--- src/rtl/board_clear_sequencer.sv ---
`default_nettype none
// ============================================================================
// Module   : board_clear_sequencer
// Purpose  : Owns the single read/write port of the game-board row memory.
//            The VGA renderer gets absolute priority for reads. An internal
//            sequencer scans the board bottom-up on request. It drops full
//            rows and compacts the remaining rows downward, then zero-fills
//            the vacated top rows. Finally it adds the line-clear points to a
//            3-digit BCD score.
// Ports    : clk, reset_n (async, active low)
//            start / busy / done / lines_cleared : pass control and status
//            score_clr, score_1..3               : BCD score (ones..hundreds)
//            rnd_req/rnd_addr/rnd_gnt/rnd_valid  : renderer read channel
//            mem_addr/mem_we/mem_wdata/mem_rdata : board memory port
//                                                  (1-cycle read latency)
// Revision : 1.0 - initial release
// ============================================================================
module board_clear_sequencer #(
    parameter int BLOCKS_W = 10,
    parameter int BLOCKS_H = 20,
    parameter int ADDR_W   = 5
) (
    input  logic                clk,
    input  logic                reset_n,
    input  logic                start,
    output logic                busy,
    output logic                done,
    output logic [4:0]          lines_cleared,
    input  logic                score_clr,
    output logic [3:0]          score_1,
    output logic [3:0]          score_2,
    output logic [3:0]          score_3,
    input  logic                rnd_req,
    input  logic [ADDR_W-1:0]   rnd_addr,
    output logic                rnd_gnt,
    output logic                rnd_valid,
    output logic [ADDR_W-1:0]   mem_addr,
    output logic                mem_we,
    output logic [BLOCKS_W-1:0] mem_wdata,
    input  logic [BLOCKS_W-1:0] mem_rdata
);

    localparam logic [ADDR_W-1:0] c_TOP = ADDR_W'(BLOCKS_H - 1);
    localparam logic [ADDR_W-1:0] c_ONE = ADDR_W'(1);

    typedef enum logic [2:0] {
        S_IDLE  = 3'd0,
        S_RD    = 3'd1,
        S_CAP   = 3'd2,
        S_WR    = 3'd3,
        S_FILL  = 3'd4,
        S_SCORE = 3'd5,
        S_DONE  = 3'd6
    } state_t;

    state_t              r_state;
    logic [ADDR_W-1:0]   r_rp;
    logic [ADDR_W-1:0]   r_wp;
    logic [BLOCKS_W-1:0] r_row;
    logic [4:0]          r_cnt;
    logic [4:0]          r_lines;
    logic [3:0]          r_score1;
    logic [3:0]          r_score2;
    logic [3:0]          r_score3;
    logic                r_rnd_valid;

    logic                w_row_full;
    logic [4:0]          w_cnt_cap;
    logic                w_fill_wr;
    logic [3:0]          w_points;
    logic [4:0]          w_sum1;
    logic                w_c1;
    logic                w_c2;
    logic [3:0]          w_d1;
    logic [3:0]          w_d2;
    logic [3:0]          w_d3;

    // Row count including the row being captured, so the last-row decision
    // in CAP can skip FILL entirely when nothing was cleared.
    assign w_row_full = &mem_rdata;
    assign w_cnt_cap  = r_cnt + {4'd0, w_row_full};
    assign w_fill_wr  = (r_state == S_FILL) && (r_cnt != 5'd0);

    // Memory port mux: the renderer always wins, the sequencer simply holds.
    assign rnd_gnt   = rnd_req;
    assign mem_we    = !rnd_req && ((r_state == S_WR) || w_fill_wr);
    assign mem_wdata = (!rnd_req && (r_state == S_WR)) ? r_row : '0;

    always_comb begin
        mem_addr = '0;
        if (rnd_req) begin
            mem_addr = rnd_addr;
        end else if (r_state == S_RD) begin
            mem_addr = r_rp;
        end else if ((r_state == S_WR) || w_fill_wr) begin
            mem_addr = r_wp;
        end
    end

    // Status outputs are pure decodes of the state register.
    assign busy          = (r_state != S_IDLE);
    assign done          = (r_state == S_DONE);
    assign lines_cleared = r_lines;
    assign rnd_valid     = r_rnd_valid;
    assign score_1       = r_score1;
    assign score_2       = r_score2;
    assign score_3       = r_score3;

    // Points table and single-step BCD add (max 9 + 8 = 17 on the ones digit).
    always_comb begin
        case (r_cnt)
            5'd0:    w_points = 4'd0;
            5'd1:    w_points = 4'd1;
            5'd2:    w_points = 4'd3;
            5'd3:    w_points = 4'd5;
            default: w_points = 4'd8;
        endcase
    end

    assign w_sum1 = {1'b0, r_score1} + {1'b0, w_points};
    assign w_c1   = (w_sum1 > 5'd9);
    assign w_d1   = w_c1 ? 4'(w_sum1 - 5'd10) : w_sum1[3:0];
    assign w_c2   = w_c1 && (r_score2 == 4'd9);
    assign w_d2   = w_c2 ? 4'd0 : (r_score2 + {3'd0, w_c1});
    assign w_d3   = (w_c2 && (r_score3 == 4'd9)) ? 4'd0 : (r_score3 + {3'd0, w_c2});

    always_ff @(posedge clk or negedge reset_n) begin
        if (!reset_n) begin
            r_state     <= S_IDLE;
            r_rp        <= '0;
            r_wp        <= '0;
            r_row       <= '0;
            r_cnt       <= '0;
            r_lines     <= '0;
            r_rnd_valid <= 1'b0;
        end else begin
            r_rnd_valid <= rnd_req;
            case (r_state)
                S_IDLE: begin
                    if (start) begin
                        r_rp    <= c_TOP;
                        r_wp    <= c_TOP;
                        r_cnt   <= '0;
                        r_state <= S_RD;
                    end
                end
                S_RD: begin
                    if (!rnd_req) begin
                        r_state <= S_CAP;
                    end
                end
                S_CAP: begin
                    r_row <= mem_rdata;
                    if (w_row_full || (r_wp == r_rp)) begin
                        // Full row is dropped; a non-full row already in
                        // place only advances the write pointer.
                        if (w_row_full) begin
                            r_cnt <= w_cnt_cap;
                        end else begin
                            r_wp <= r_wp - c_ONE;
                        end
                        if (r_rp == '0) begin
                            r_state <= (w_cnt_cap != 5'd0) ? S_FILL : S_SCORE;
                        end else begin
                            r_rp    <= r_rp - c_ONE;
                            r_state <= S_RD;
                        end
                    end else begin
                        r_state <= S_WR;
                    end
                end
                S_WR: begin
                    if (!rnd_req) begin
                        r_wp <= r_wp - c_ONE;
                        if (r_rp == '0) begin
                            r_state <= (r_cnt != 5'd0) ? S_FILL : S_SCORE;
                        end else begin
                            r_rp    <= r_rp - c_ONE;
                            r_state <= S_RD;
                        end
                    end
                end
                S_FILL: begin
                    if (r_cnt == 5'd0) begin
                        r_state <= S_SCORE;
                    end else if (!rnd_req) begin
                        if (r_wp == '0) begin
                            r_state <= S_SCORE;
                        end else begin
                            r_wp <= r_wp - c_ONE;
                        end
                    end
                end
                S_SCORE: begin
                    r_lines <= r_cnt;
                    r_state <= S_DONE;
                end
                S_DONE: begin
                    r_state <= S_IDLE;
                end
                default: begin
                    r_state <= S_IDLE;
                end
            endcase
        end
    end

    // Score clear wins over a coincident update and works in every state.
    always_ff @(posedge clk or negedge reset_n) begin
        if (!reset_n) begin
            r_score1 <= '0;
            r_score2 <= '0;
            r_score3 <= '0;
        end else if (score_clr) begin
            r_score1 <= '0;
            r_score2 <= '0;
            r_score3 <= '0;
        end else if (r_state == S_SCORE) begin
            r_score1 <= w_d1;
            r_score2 <= w_d2;
            r_score3 <= w_d3;
        end
    end

endmodule
`default_nettype wire

--- config.mk ---
export PLATFORM = sky130hd
export DESIGN_NAME = board_clear_sequencer
export DESIGN_NICKNAME = d
export VERILOG_FILES = /design/src/rtl/board_clear_sequencer.sv
export SDC_FILE = /design/constraint.sdc
export NUM_CORES = 1
export LEC_CHECK = 0
export BUFFER_PORTS_ARGS = -buffer_cell sky130_fd_sc_hd__buf_4
export CAP_MARGIN = 10
export CORE_ASPECT_RATIO = 0.8
export CORE_MARGIN = 5
export CORE_UTILIZATION = 56
export DETAILED_ROUTE_END_ITERATION = 10
export HOLD_SLACK_MARGIN = 0.15
export MAX_ROUTING_LAYER = met4
export PLACE_DENSITY = 0.81
export SYNTH_ARGS = -nofsm -noshare
export SYNTH_HDL_FRONTEND = slang
export SYNTH_SLANG_ARGS = --single-unit
--- constraint.sdc ---
create_clock -name clk -period 4.8 [get_ports clk]
set_input_delay 1.44 -clock clk [delete_from_list [all_inputs] [get_ports clk]]
set_output_delay 1.44 -clock clk [all_outputs]
set_load 0.01 [all_outputs]
==> PnR_summary.wiki, run 1 <==
{| class="wikitable"
! Metric !! Value
|-
| Result of the run || complete, no violations
|-
| Net count after synthesis || 376
|-
| Post_cts resized || 0
|-
| First-pass GRT wire length || 11.73 mm
|-
| Clock tree from TritonCTS || done
|-
| Number of detailed-routing iterations run before antenna repair || 5
|-
| Layout overhead on the synthesized area || 18.91%
|-
| Setup Buffers After CTS || 0
|-
| Final-report max-slew violation count || 0
|-
| Non-filler cells in the finished layout || 456
|-
| Vertical extent of the die || between 70 and 80 um
|-
| Post-DP HPWL || 5.195 mm
|-
| Normalized max-slew margin || 43.94%
|-
| I/O Buffers || 56
|-
| FF/Latch Area || approximately 1200 um2
|-
| Worst min-delay path class || flop to flop
|-
| Iteration-0 DRC Markers || between 200 and 250
|-
| Synthesized netlist cell count || 340
|-
| Count of antenna diodes in the layout || 0
|-
| Cell area power density || around 420 nW/um2
|-
| Fraction of final layout cells with drive strength greater than 1 || 19.04%
|-
| Crit path top cell by count || sky130_fd_sc_hd__ha_1
|-
| Post-route antenna net violation count || 0
|-
| Hold Fails Final Rpt || 0
|-
| Post-detailed-route via-to-cell ratio || 5.987
|-
| Combined area of all synthesized cells || 2944 um2
|-
| Worst-Skew Late Latency || 0.30 ns
|-
| Worst path buffer plus inverter count || 3
|-
| Worst IR Drop VDD || 0.2893 mV
|-
| Clock Root Buffer || sky130_fd_sc_hd__clkbuf_8
|-
| Reg2Reg Setup Slack || 0.74 ns
|-
| Total grt overflow || 0
|-
| Number of distinct standard cells referenced by the synthesized netlist || 57
|-
| Achievable Freq || 246.0 MHz
|-
| Capturing element type of the critical path || flop
|-
| Master of the slowest instance on the critical path || sky130_fd_sc_hd__dfrtp_1
|-
| Startpoint of the worst register-to-register path || r_cnt[2]
|-
| Top cells by area, synth || sky130_fd_sc_hd__dfrtp_1 39%, sky130_fd_sc_hd__nand2_1 8.9%, sky130_fd_sc_hd__ha_1 6.4%
|-
| Logic depth of the worst setup path including buffers || 17
|-
| Static leakage || between 1.5 and 2 nW
|-
| Min Clock Period, post-route || 4.065 ns
|-
| CTS sink cnt || 46
|-
| Placed Cells || 448
|-
| Worst slew pin tran || 0.8196 ns
|-
| Number of hold buffers added after cts || 0
|-
| CP top delay family || compound AO/OA/AOI/OAI gates
|-
| Sequential element share of the synthesized area || just under 40%
|-
| Core ar. || 5065 um2
|-
| Setup TNS Final || 0 ns
|-
| Ports placed on the boundary || 57
|-
| Pin count of the biggest net entering global routing || between 40 and 50
|-
| Routability Congestion || 0.9086
|-
| Final worst-path cycle share || 84.68%
|-
| Post-synth top flop || sky130_fd_sc_hd__dfrtp_1
|-
| Required time of the worst setup path || approximately 5.0 ns
|-
| Pwr Total || approximately 1.5 mW
|-
| Bufs on Longest Clock Path || 2
|-
| Initial Util || 58.13%
|-
| Setup crit end || score_3[2]
|-
| Max-Cap Viols || 0
|-
| H-tree depth || 2
|-
| Post-Route Hold Slack || 0.4785 ns
|-
| Total CTS buffers || 5
|-
| Final Util || 69.12%
|-
| Total Wirelength || 6.928 mm
|-
| Setup Skew || 0.009103 ns
|-
| Clock edge transition at the registers on the reported setup and hold paths || 0.09 ns
|-
| All-Layer GR Usage || 21.68%
|-
| Unrepaired setup endpoints after global routing || false
|-
| Number of flops mapped to enable cells by yosys || 0
|-
| Synthesis warning total || 0
|-
| Crit Path Max Fanout || 9
|-
| Die width || 91.07 um
|-
| Die footprint || 6816 um2
|-
| Cell Rows || 23
|-
| Crit path launch || r_cnt[2]
|-
| Number of global-route vias before repair || about 2500
|-
| Startpoint type of the worst setup path || flop
|-
| Setup Crit Path Kind || flop to flop
|-
| Synthesized area per cell || 8.659 um2
|-
| Area share of the leading cell type in the synthesized netlist || between 30 and 40%
|-
| Total of endpoints with negative setup slack in the final report || 0
|-
| Crit path largest cell delay || about 0.47 ns
|-
| Area of combinational cells with multiple inputs || approximately 1700 um2
|-
| Wire length per cell || 15.19 um
|-
| Remaining DRCs || 0
|-
| Filler cells || between 400 and 500
|-
| Worst R2R End || score_3[2]
|-
| Top cell type by total area after synthesis || sky130_fd_sc_hd__dfrtp_1
|-
| Depth of the worst register-to-register path || 17
|-
| Via total after detailed routing || 2730
|-
| Antenna violations before repair || 0
|-
| Seq cells post-synth || between 40 and 50
|-
| Data arrival time of the critical path || 4.31 ns
|-
| NumNets Final || 429
|-
| Proportion of register bits with asynchronous set or reset after synthesis || 100.0%
|-
| Ordered cell list for the critical path || nor3_2 > inv_1 > nor2_1 > ha_1 > inv_1 > fa_1 > xor2_1 > ha_1 > nor2b_1 > a31o_2 > o311ai_4 > and2_1 > ha_1 > ha_1 > inv_1 > a2111oi_0 > a311o_1
|}
## registers in the layout (all words and copies together) (netlist names)
register	count
r_cnt	5
r_row	10
lines_cleared	5
rnd_valid	1
r_wp	5
score_3	4
score_2	4
r_state	3
score_1	4
r_rp	5
## logic make-up after synthesis
family / Yosys count / synth area share (%)
and+or+nand+nor: 163 / 27.07
AOI/OAI and AO/OA: 78 / 19.89
DFF: 46 / 39.10
buffers and inverters: 26 / 3.527
adders and majority gates: 16 / 7.055
xor gates and xnor gates: 10 / 2.975
muxes: 1 / 0.3825
## placed cells by master (no fill, tap or decap), drive strengths merged, types with 3 or more instances in the layout
master   synthesis  layout
a2111oi          4       4
a21oi           13      13
nor3b            3       3
inv             14      14
a22o             5       5
clkbuf          10       6
nor2            21      21
a31oi            3       3
nor3            10      10
and3             3       3
o31ai            4       4
nand3           11      11
nand2           70      70
o21ai           17      17
nand4            3       3
xor2             8       8
nor2b            6       6
a211oi           4       4
a22oi            5       5
and2            15      15
dfrtp           46      46
buf              2      58
nand3b           4       4
ha              15      15
nand2b           6       6
or3              3       3
## metrics by stage
| stage | cell area [um2] | setup WS, ns |
|---|---|---|
| after floorplan | 2944 | 1.066 |
| after global placement | 3406 | 0.9556 |
| after detailed placement | 3406 | 0.7781 |
| after CTS | 3501 | 0.7642 |
| after global routing | 3501 | 0.3916 |
| final | 3501 | 0.7354 |
## worst reg2reg max path, stage by stage, from the launching register on
cell and delay (ns):
sky130_fd_sc_hd__dfrtp_1 0.47, sky130_fd_sc_hd__nor3_2 0.36, sky130_fd_sc_hd__inv_1 0.10, sky130_fd_sc_hd__nor2_1 0.12, sky130_fd_sc_hd__ha_1 0.19, sky130_fd_sc_hd__inv_1 0.06
sky130_fd_sc_hd__fa_1 0.40, sky130_fd_sc_hd__xor2_1 0.20, sky130_fd_sc_hd__ha_1 0.25, sky130_fd_sc_hd__nor2b_1 0.14, sky130_fd_sc_hd__a31o_2 0.23, sky130_fd_sc_hd__o311ai_4 0.43
sky130_fd_sc_hd__and2_1 0.20, sky130_fd_sc_hd__ha_1 0.16, sky130_fd_sc_hd__ha_1 0.14, sky130_fd_sc_hd__inv_1 0.05, sky130_fd_sc_hd__a2111oi_0 0.35, sky130_fd_sc_hd__a311o_1 0.17
## cells in the mapped netlist (all sizes together), types with 2 or more instances
master / instances
a2111oi: 4
a211o: 2
a211oi: 4
a21o: 2
a21oi: 13
a22o: 5
a22oi: 5
a311oi: 2
a31oi: 3
a41oi: 2
and2: 15
and3: 3
buf: 2
clkbuf: 10
dfrtp: 46
ha: 15
inv: 14
nand2: 70
nand2b: 6
nand3: 11
nand3b: 4
nand4: 3
nor2: 21
nor2b: 6
nor3: 10
nor3b: 3
nor4b: 2
o211ai: 2
o21ai: 17
o2bb2ai: 2
o31ai: 4
or2: 2
or3: 3
xnor2: 2
xor2: 8
## power by group
group / internal (mW) / switching, mW
sequential: 0.475 / 0.115
clock: 0.116 / 0.134
combinational: 0.268 / 0.370
total: 0.858 / 0.619
## worst min path at each step
| stage | slack [ns] | startpoint | to | depth (start not counted) |
|---|---|---|---|---|
| after floorplan | 0.44 | r_row[0] | r_row[0] | 2 |
| after global placement | 0.45 | r_row[9] | r_row[9] | 2 |
| after detailed placement | 0.46 | r_row[1] | r_row[1] | 2 |
| after CTS | 0.48 | r_row[0] | r_row[0] | 2 |
| after global routing | 0.51 | r_row[8] | r_row[8] | 2 |
| final | 0.48 | r_row[0] | r_row[0] | 2 |
## routing by layer
| layer | up-vias | share of wire [%] | global-route usage (%) |
|---|---|---|---|
| met1 | 1278 | 47 | 31.19 |
| met5 | - | 0 | - |
| met3 | 12 | 7.9 | 4.995 |
| met2 | 116 | 44 | 31.28 |
| met4 | 0 | 1.0 | 5.049 |
| li1 | 1324 | - | - |
## area by class of cell
| cell class | count | area share, % |
|---|---|---|
| tap | 62 | 2.216 |
| timing repair buffer | 58 | 12.44 |
| clock inverter | 2 | 0.3574 |
| multi-input combinational | 268 | 48.25 |
| sequential | 46 | 32.88 |
| inverter | 14 | 1.501 |
| clock buffer | 6 | 2.359 |
(Power assumes the default switching activity.)
==> run 2, diff against run 1 <==
--- a/config.mk
+++ b/config.mk
@@ -5,6 +5,7 @@
 export SDC_FILE = /design/constraint.sdc
 export NUM_CORES = 1
 export LEC_CHECK = 0
+export ABC_AREA = 1
 export BUFFER_PORTS_ARGS = -buffer_cell sky130_fd_sc_hd__buf_4
 export CAP_MARGIN = 10
 export CORE_ASPECT_RATIO = 0.8
@@ -13,7 +14,7 @@
 export DETAILED_ROUTE_END_ITERATION = 10
 export HOLD_SLACK_MARGIN = 0.15
 export MAX_ROUTING_LAYER = met4
-export PLACE_DENSITY = 0.81
+export PLACE_DENSITY = 0.8
 export SYNTH_ARGS = -nofsm -noshare
 export SYNTH_HDL_FRONTEND = slang
 export SYNTH_SLANG_ARGS = --single-unit
==> constraint.sdc (replaced) <==
create_clock -name clk -period 4.1 [get_ports clk]
set_input_delay 1.23 -clock clk [delete_from_list [all_inputs] [get_ports clk]]
set_output_delay 1.23 -clock clk [all_outputs]
set_load 0.01 [all_outputs]
==> run 2 against run 1 <==
Against the previous run:
- area after synthesis rose by 6.8%
- clock skew fell by 0.0014 ns
- hold slack improved by 0.011 ns
- sequential cell count is the same
- via count grew 7.0%
- global-route usage shrank 0.97 points
- critical path depth rose by 7
- wire length up 0.62%
- power grew 33%
- largest cell class unchanged
==> PnR_summary.wiki, run 2 <==
{| class="wikitable"
! Metric !! Value
|-
| Result of the run || complete, no violations
|-
| Bufs on Longest Clock Path || 2
|-
| Fraction of final layout cells with drive strength greater than 1 || 19.11%
|-
| Capturing element type of the critical path || flop
|-
| H-tree depth || 2
|-
| Pin count of the biggest net entering global routing || 47
|-
| Total CTS buffers || 5
|-
| Startpoint type of the worst setup path || flop
|-
| Cell area power density || 531.7 nW/um2
|-
| Die footprint || 7225 um2
|-
| NumNets Final || 527
|-
| Via total after detailed routing || 2921
|-
| Post-route antenna net violation count || 0
|-
| Post-synth top flop || sky130_fd_sc_hd__dfrtp_1
|-
| Worst slew pin tran || 0.5760 ns
|-
| Ports placed on the boundary || 57
|-
| Die width || 93.79 um
|-
| Layout overhead on the synthesized area || 17.66%
|-
| Static leakage || 2.039 nW
|-
| Synthesized area per cell || 7.182 um2
|-
| Initial Util || 57.55%
|-
| Post_cts resized || 0
|-
| Max-Cap Viols || 0
|-
| Largest register FFs || 10
|-
| Commonest cells in the synthesized netlist || 142 x sky130_fd_sc_hd__nand2_1, 54 x sky130_fd_sc_hd__inv_1, 46 x sky130_fd_sc_hd__dfrtp_1, 42 x sky130_fd_sc_hd__nor2_1, 29 x sky130_fd_sc_hd__nand3_1
|-
| I/O Buffers || 56
|-
| Clock tree from TritonCTS || done
|-
| Count of antenna diodes in the layout || 0
|-
| Most frequent cells in the layout || 142 x sky130_fd_sc_hd__nand2_1, 56 x sky130_fd_sc_hd__buf_4, 54 x sky130_fd_sc_hd__inv_1
|-
| Remaining DRCs || 0
|-
| Unrepaired setup endpoints after global routing || false
|-
| Synthesized netlist cell count || 438
|-
| Iteration-0 DRC Markers || 174
|-
| Cell Rows || 24
|-
| Synthesis warning total || 0
|-
| CTS sink cnt || 46
|-
| Total of endpoints with negative setup slack in the final report || 0
|-
| Min Clock Period, post-route || 3.478 ns
|-
| Worst min-delay path class || flop to flop
|-
| Achievable Freq || ~290 MHz
|-
| Top cell type by total area after synthesis || sky130_fd_sc_hd__dfrtp_1
|-
| Data arrival time of the critical path || 3.69 ns
|-
| Clock Root Buffer || sky130_fd_sc_hd__clkbuf_8
|-
| Setup Buffers After CTS || 0
|-
| Worst-Skew Late Latency || 0.31 ns
|-
| Vertical extent of the die || a little under 80 um
|-
| Final-report max-slew violation count || 0
|-
| Hold Fails Final Rpt || 0
|-
| Wire length per cell || 12.23 um
|-
| Worst IR Drop VDD || roughly 0.36 mV
|-
| Required time of the worst setup path || 4.31 ns
|-
| Setup TNS Final || 0 ns
|-
| Total Wirelength || 6.971 mm
|-
| Filler cells || 499
|-
| Total grt overflow || 0
|-
| Normalized max-slew margin || 61.60%
|-
| Clock edge transition at the registers on the reported setup and hold paths || 0.09 ns
|-
| Cell with the most instances after synthesis || sky130_fd_sc_hd__nand2_1
|-
| Combined area of all synthesized cells || 3146 um2
|-
| Top cells by area, synth || sky130_fd_sc_hd__dfrtp_1 37%, sky130_fd_sc_hd__nand2_1 17%, sky130_fd_sc_hd__inv_1 6.4%
|-
| Most common library cell in the layout ignoring fill and taps || sky130_fd_sc_hd__nand2_1
|-
| Number of distinct standard cells referenced by the synthesized netlist || 34
|-
| First-pass GRT wire length || 12.01 mm
|-
| Core ar. || 5465 um2
|-
| Proportion of register bits with asynchronous set or reset after synthesis || 100.0%
|-
| Post-DP HPWL || 5.208 mm
|-
| Area share of the leading cell type in the synthesized netlist || 36.60%
|-
| Number of detailed-routing iterations run before antenna repair || 4
|-
| Largest reg by FF count || r_row
|-
| Final worst-path cycle share || 84.82%
|-
| Post-detailed-route via-to-cell ratio || 5.125
|-
| Post-Route Hold Slack || 0.4893 ns
|-
| Number of global-route vias before repair || about 2700
|-
| Antenna violations before repair || 0
|-
| Seq cells post-synth || 46
|-
| Routability Congestion || 0.9171
|-
| All-Layer GR Usage || around a fifth
|-
| Setup Skew || 0.007723 ns
|-
| Number of hold buffers added after cts || 0
|-
| Number of flops mapped to enable cells by yosys || 0
|-
| Crit Path Max Fanout || 7
|-
| Net count after synthesis || 474
|-
| Setup Crit Path Kind || flop to flop
|-
| Sequential element share of the synthesized area || between 30% and 40%
|}
-- run 2: cell type report --
type	instances	area (um2)	share of cell area, %
repair buffers	56	420.4	11.36
inverters	58	220.2	5.950
clock inverters	2	16.27	0.4395
clock buffers	6	82.58	2.231
well taps	78	97.59	2.637
multi-input cells	324	1713	46.28
flip-flops and latches	46	1151	31.10
-- run 2: per-stage QoR --
step | instances | power [mW] | instance area, um2 | util, % | setup slack, ns
after floorplan | 438 | 1.431 | 3146 | - | 1.000
after global placement | 562 | 1.632 | 3602 | 65.91 | 0.7970
after detailed placement | 562 | 1.659 | 3602 | 65.91 | 0.6360
after CTS | 570 | 1.973 | 3701 | 67.72 | 0.6066
after global routing | 570 | 2.136 | 3701 | 67.72 | 0.2711
final | 570 | 1.968 | 3701 | 67.72 | 0.6222
-- run 2: where the power goes --
group | internal [mW] | switching (mW) | leakage [nW]
sequential | 0.568 | 0.116 | 0.602
combinational | 0.354 | 0.622 | 1.39
clock | 0.139 | 0.169 | 0.0478
-- run 2: cells by family (layout without fill, tap and decap cells) --
group                      after synthesis  in the layout  synth area share [%]
AOI/OAI and AO/OA                       41             41                 7.399
buffers and inverters                   68            122                 8.950
and+or+nand+nor                        258            258                 37.95
xor gates and xnor gates                 9              9                 2.506
adders and majority gates               16             16                 6.603
DFF                                     46             46                 36.59
-- run 2: worst paths after layout --
path	slack [ns]	from	endpoint	depth (start not counted)
worst max-delay path	0.62	r_cnt[2]	score_3[2]	24
worst min-delay path	0.49	lines_cleared[0]	lines_cleared[0]	2
worst max register to register	0.62	r_cnt[2]	score_3[2]	24
worst min register to register	0.49	lines_cleared[0]	lines_cleared[0]	2
max in group asynchronous	2.79	reset_n	r_rp[0]	1
min in group asynchronous	0.91	reset_n	score_2[1]	1
-- run 2: critical path: stages (launching register included) --
cell,delay [ns]
sky130_fd_sc_hd__dfrtp_1,0.46
sky130_fd_sc_hd__inv_2,0.09
sky130_fd_sc_hd__nand2_1,0.05
sky130_fd_sc_hd__nor2_1,0.13
sky130_fd_sc_hd__inv_1,0.09
sky130_fd_sc_hd__nor2_1,0.09
sky130_fd_sc_hd__inv_1,0.05
sky130_fd_sc_hd__nor2_1,0.13
sky130_fd_sc_hd__inv_1,0.08
sky130_fd_sc_hd__fa_1,0.43
sky130_fd_sc_hd__xor2_1,0.26
sky130_fd_sc_hd__ha_1,0.22
sky130_fd_sc_hd__inv_1,0.06
sky130_fd_sc_hd__nor2_1,0.08
sky130_fd_sc_hd__a21oi_1,0.05
sky130_fd_sc_hd__nand2_1,0.12
sky130_fd_sc_hd__nand2_2,0.13
sky130_fd_sc_hd__nand2_4,0.12
sky130_fd_sc_hd__inv_1,0.05
sky130_fd_sc_hd__ha_1,0.19
sky130_fd_sc_hd__ha_1,0.19
sky130_fd_sc_hd__xnor2_1,0.15
sky130_fd_sc_hd__nor2_1,0.06
sky130_fd_sc_hd__nand2_1,0.06
sky130_fd_sc_hd__nand2_1,0.05
-- run 2: per-layer routing --
metal,track usage [%],vias to the layer above,part of all wire [%]
met1,27.45,1335,49
li1,-,1497,-
met2,30.76,76,44
met3,4.892,13,5.2
met4,7.792,0,1.5
met5,-,-,0
==> run 3, diff against run 2 <==
==> constraint.sdc (replaced) <==
create_clock -name clk -period 3.4 [get_ports clk]
set_input_delay 1.02 -clock clk [delete_from_list [all_inputs] [get_ports clk]]
set_output_delay 1.02 -clock clk [all_outputs]
set_load 0.01 [all_outputs]
==> run 3 against run 2 <==
Against the previous run:
- clock power up 9.1%
- fmax up 7.3%
- sequential power is 21% higher
- worst setup slack worse by 0.46 ns
- via count up 4.0%
- die area unchanged
- first-iteration DRC count rose by 12%
- hold slack improved by 0.0034 ns
- combinational power increased by 21%
- utilization up 0.98 points
- critical path type unchanged
- critical endpoint unchanged
- largest power group unchanged
==> PnR_summary.wiki, run 3 (same netlist as run 2, synthesis figures left out) <==
{| class="wikitable"
! Metric !! Value
|-
| Initial Util || 57.55%
|-
| Wire length per cell || 12.88 um
|-
| Vertical extent of the die || 77.04 um
|-
| Post-route antenna net violation count || 0
|-
| Final-report max-slew violation count || 0
|-
| Post-DP HPWL || 5.471 mm
|-
| Placed Cells || ~560
|-
| Number of detailed-routing iterations run before antenna repair || 5
|-
| Worst slew pin tran || 0.5792 ns
|-
| Data arrival time of the critical path || 3.44 ns
|-
| Most common library cell in the layout ignoring fill and taps || sky130_fd_sc_hd__nand2_1
|-
| Clock tree from TritonCTS || done
|-
| Ports placed on the boundary || 57
|-
| Normalized max-slew margin || 61.39%
|-
| Remaining DRCs || 0
|-
| I/O Buffers || 56
|-
| Antenna violations before repair || 0
|-
| All-Layer GR Usage || 21.75%
|-
| Total of endpoints with negative setup slack in the final report || 0
|-
| Startpoint type of the worst setup path || flop
|-
| Setup Skew || 0.01412 ns
|-
| Filler cells || 476
|-
| Most frequent cells in the layout || 141 x sky130_fd_sc_hd__nand2_1, 61 x sky130_fd_sc_hd__buf_4, 54 x sky130_fd_sc_hd__inv_1
|-
| CTS sink cnt || 46
|-
| Cell area power density || 623.5 nW/um2
|-
| Achievable Freq || 308.4 MHz
|-
| Die footprint || 7225 um2
|-
| Fraction of final layout cells with drive strength greater than 1 || between 20% and 30%
|-
| Clock Root Buffer || sky130_fd_sc_hd__clkbuf_8
|-
| Worst IR Drop VDD || between 0.3 and 0.4 mV
|-
| Pwr Total || 2.341 mW
|-
| Via total after detailed routing || 3039
|-
| Worst slack after detailed placement || -0.07741 ns
|-
| Capturing element type of the critical path || flop
|-
| Result of the run || complete, no violations
|-
| Required time of the worst setup path || 3.60 ns
|-
| Largest register FFs || 10
|-
| Bufs on Longest Clock Path || 2
|-
| Final worst-path cycle share || 95.37%
|-
| NumNets Final || 532
|-
| Final Util || 68.70%
|-
| Largest reg by FF count || r_row
|-
| Crit Path Max Fanout || 6
|-
| Total Wirelength || roughly 7.4 mm
|-
| Layout overhead on the synthesized area || 19.37%
|-
| Total grt overflow || 0
|-
| Count of antenna diodes in the layout || 0
|-
| Cell Rows || 24
|-
| Worst min-delay path class || flop to flop
|-
| Total CTS buffers || 5
|-
| Max-Cap Viols || 0
|-
| Non-filler cells in the finished layout || 575
|-
| H-tree depth || 2
|-
| Number of global-route vias before repair || 2807
|-
| Clock edge transition at the registers on the reported setup and hold paths || 0.09 ns
|-
| Die width || about 94 um
|-
| Setup Crit Path Kind || flop to flop
|-
| Min Clock Period, post-route || 3.243 ns
|-
| Hold Fails Final Rpt || 0
|-
| Static leakage || around 2.1 nW
|-
| Worst-Skew Late Latency || 0.30 ns
|-
| Post-Route Hold Slack || approximately 0.5 ns
|-
| Pin count of the biggest net entering global routing || 47
|-
| Minimum setup slack in the final design || 0.1573 ns
|-
| First-pass GRT wire length || 12.62 mm
|-
| Post-detailed-route via-to-cell ratio || 5.285
|-
| Core ar. || 5465 um2
|-
| Routability Congestion || 0.9318
|-
| Iteration-0 DRC Markers || between 150 and 200
|}
run 3: metrics by stage:
| step | cell area, um2 | TNS, ns |
|---|---|---|
| 2_1_floorplan | 3146 | 0 |
| 3_3_place_gp | 3602 | 0 |
| 3_5_place_dp | 3602 | -0.1400 |
| 4_1_cts | 3705 | 0 |
| 5_1_grt | 3755 | -0.1501 |
| 6_report | 3755 | 0 |
run 3: report_power, final:
part | internal [mW] | total [mW] | switching (mW)
clock | 0.145 | 0.336 | 0.191
sequential | 0.686 | 0.828 | 0.142
combinational | 0.428 | 1.18 | 0.750
total | 1.26 | 2.34 | 1.08
run 3: per-layer routing:
metal	GRT usage (%)	vias up	wire length [um]
met3	3.523	23	460
met4	5.483	0	167
met2	33.59	117	3306
met1	29.91	1388	3474
met5	-	-	0
li1	-	1511	-
run 3: timing repair:
action                                  in CTS  in global routing
hold buffers                                 0                  0
buffers inserted                             1                  4
endpoints found under the setup margin       3                  7
pin swaps                                    0                  3
hold endpoints to repair                     0                  0
resized for setup                            2                  7
run 3: layout make-up:
type | count | area [um2] | area share, %
inverter | 58 | 220.2 | 5.865
tap | 78 | 97.59 | 2.599
clock buffer | 6 | 72.57 | 1.933
timing repair buffer | 61 | 457.9 | 12.20
multi-input combinational | 324 | 1740 | 46.35
clock inverter | 2 | 13.76 | 0.3665
sequential | 46 | 1152 | 30.69
run 3: critical path: stages, from the launching register on:
cell	delay, ns
sky130_fd_sc_hd__dfrtp_1	0.43
sky130_fd_sc_hd__inv_1	0.10
sky130_fd_sc_hd__nand2_1	0.07
sky130_fd_sc_hd__nor2_2	0.11
sky130_fd_sc_hd__inv_1	0.08
sky130_fd_sc_hd__nor2_1	0.09
sky130_fd_sc_hd__ha_2	0.18
sky130_fd_sc_hd__inv_1	0.06
sky130_fd_sc_hd__fa_2	0.40
sky130_fd_sc_hd__xor2_2	0.18
sky130_fd_sc_hd__ha_2	0.22
sky130_fd_sc_hd__inv_1	0.06
sky130_fd_sc_hd__nor2_1	0.09
sky130_fd_sc_hd__a21oi_1	0.06
sky130_fd_sc_hd__nand2_2	0.10
sky130_fd_sc_hd__nand2_4	0.09
sky130_fd_sc_hd__nand2_4	0.10
sky130_fd_sc_hd__inv_1	0.05
sky130_fd_sc_hd__ha_1	0.19
sky130_fd_sc_hd__ha_1	0.19
sky130_fd_sc_hd__xnor2_1	0.13
sky130_fd_sc_hd__nor2_1	0.06
sky130_fd_sc_hd__nand2_1	0.06
sky130_fd_sc_hd__nand2_1	0.04
run 3: path summary, 6_finish.rpt:
kind,from,cells after the start,endpoint,slack [ns]
worst max-delay path,r_cnt[3],23,score_3[2],0.16
max in group asynchronous,reset_n,1,r_cnt[2],2.27
min in group asynchronous,reset_n,1,score_2[1],0.72
worst max register to register,r_cnt[3],23,score_3[2],0.16
worst min-delay path,lines_cleared[4],2,lines_cleared[4],0.49
worst min register to register,lines_cleared[4],2,lines_cleared[4],0.49
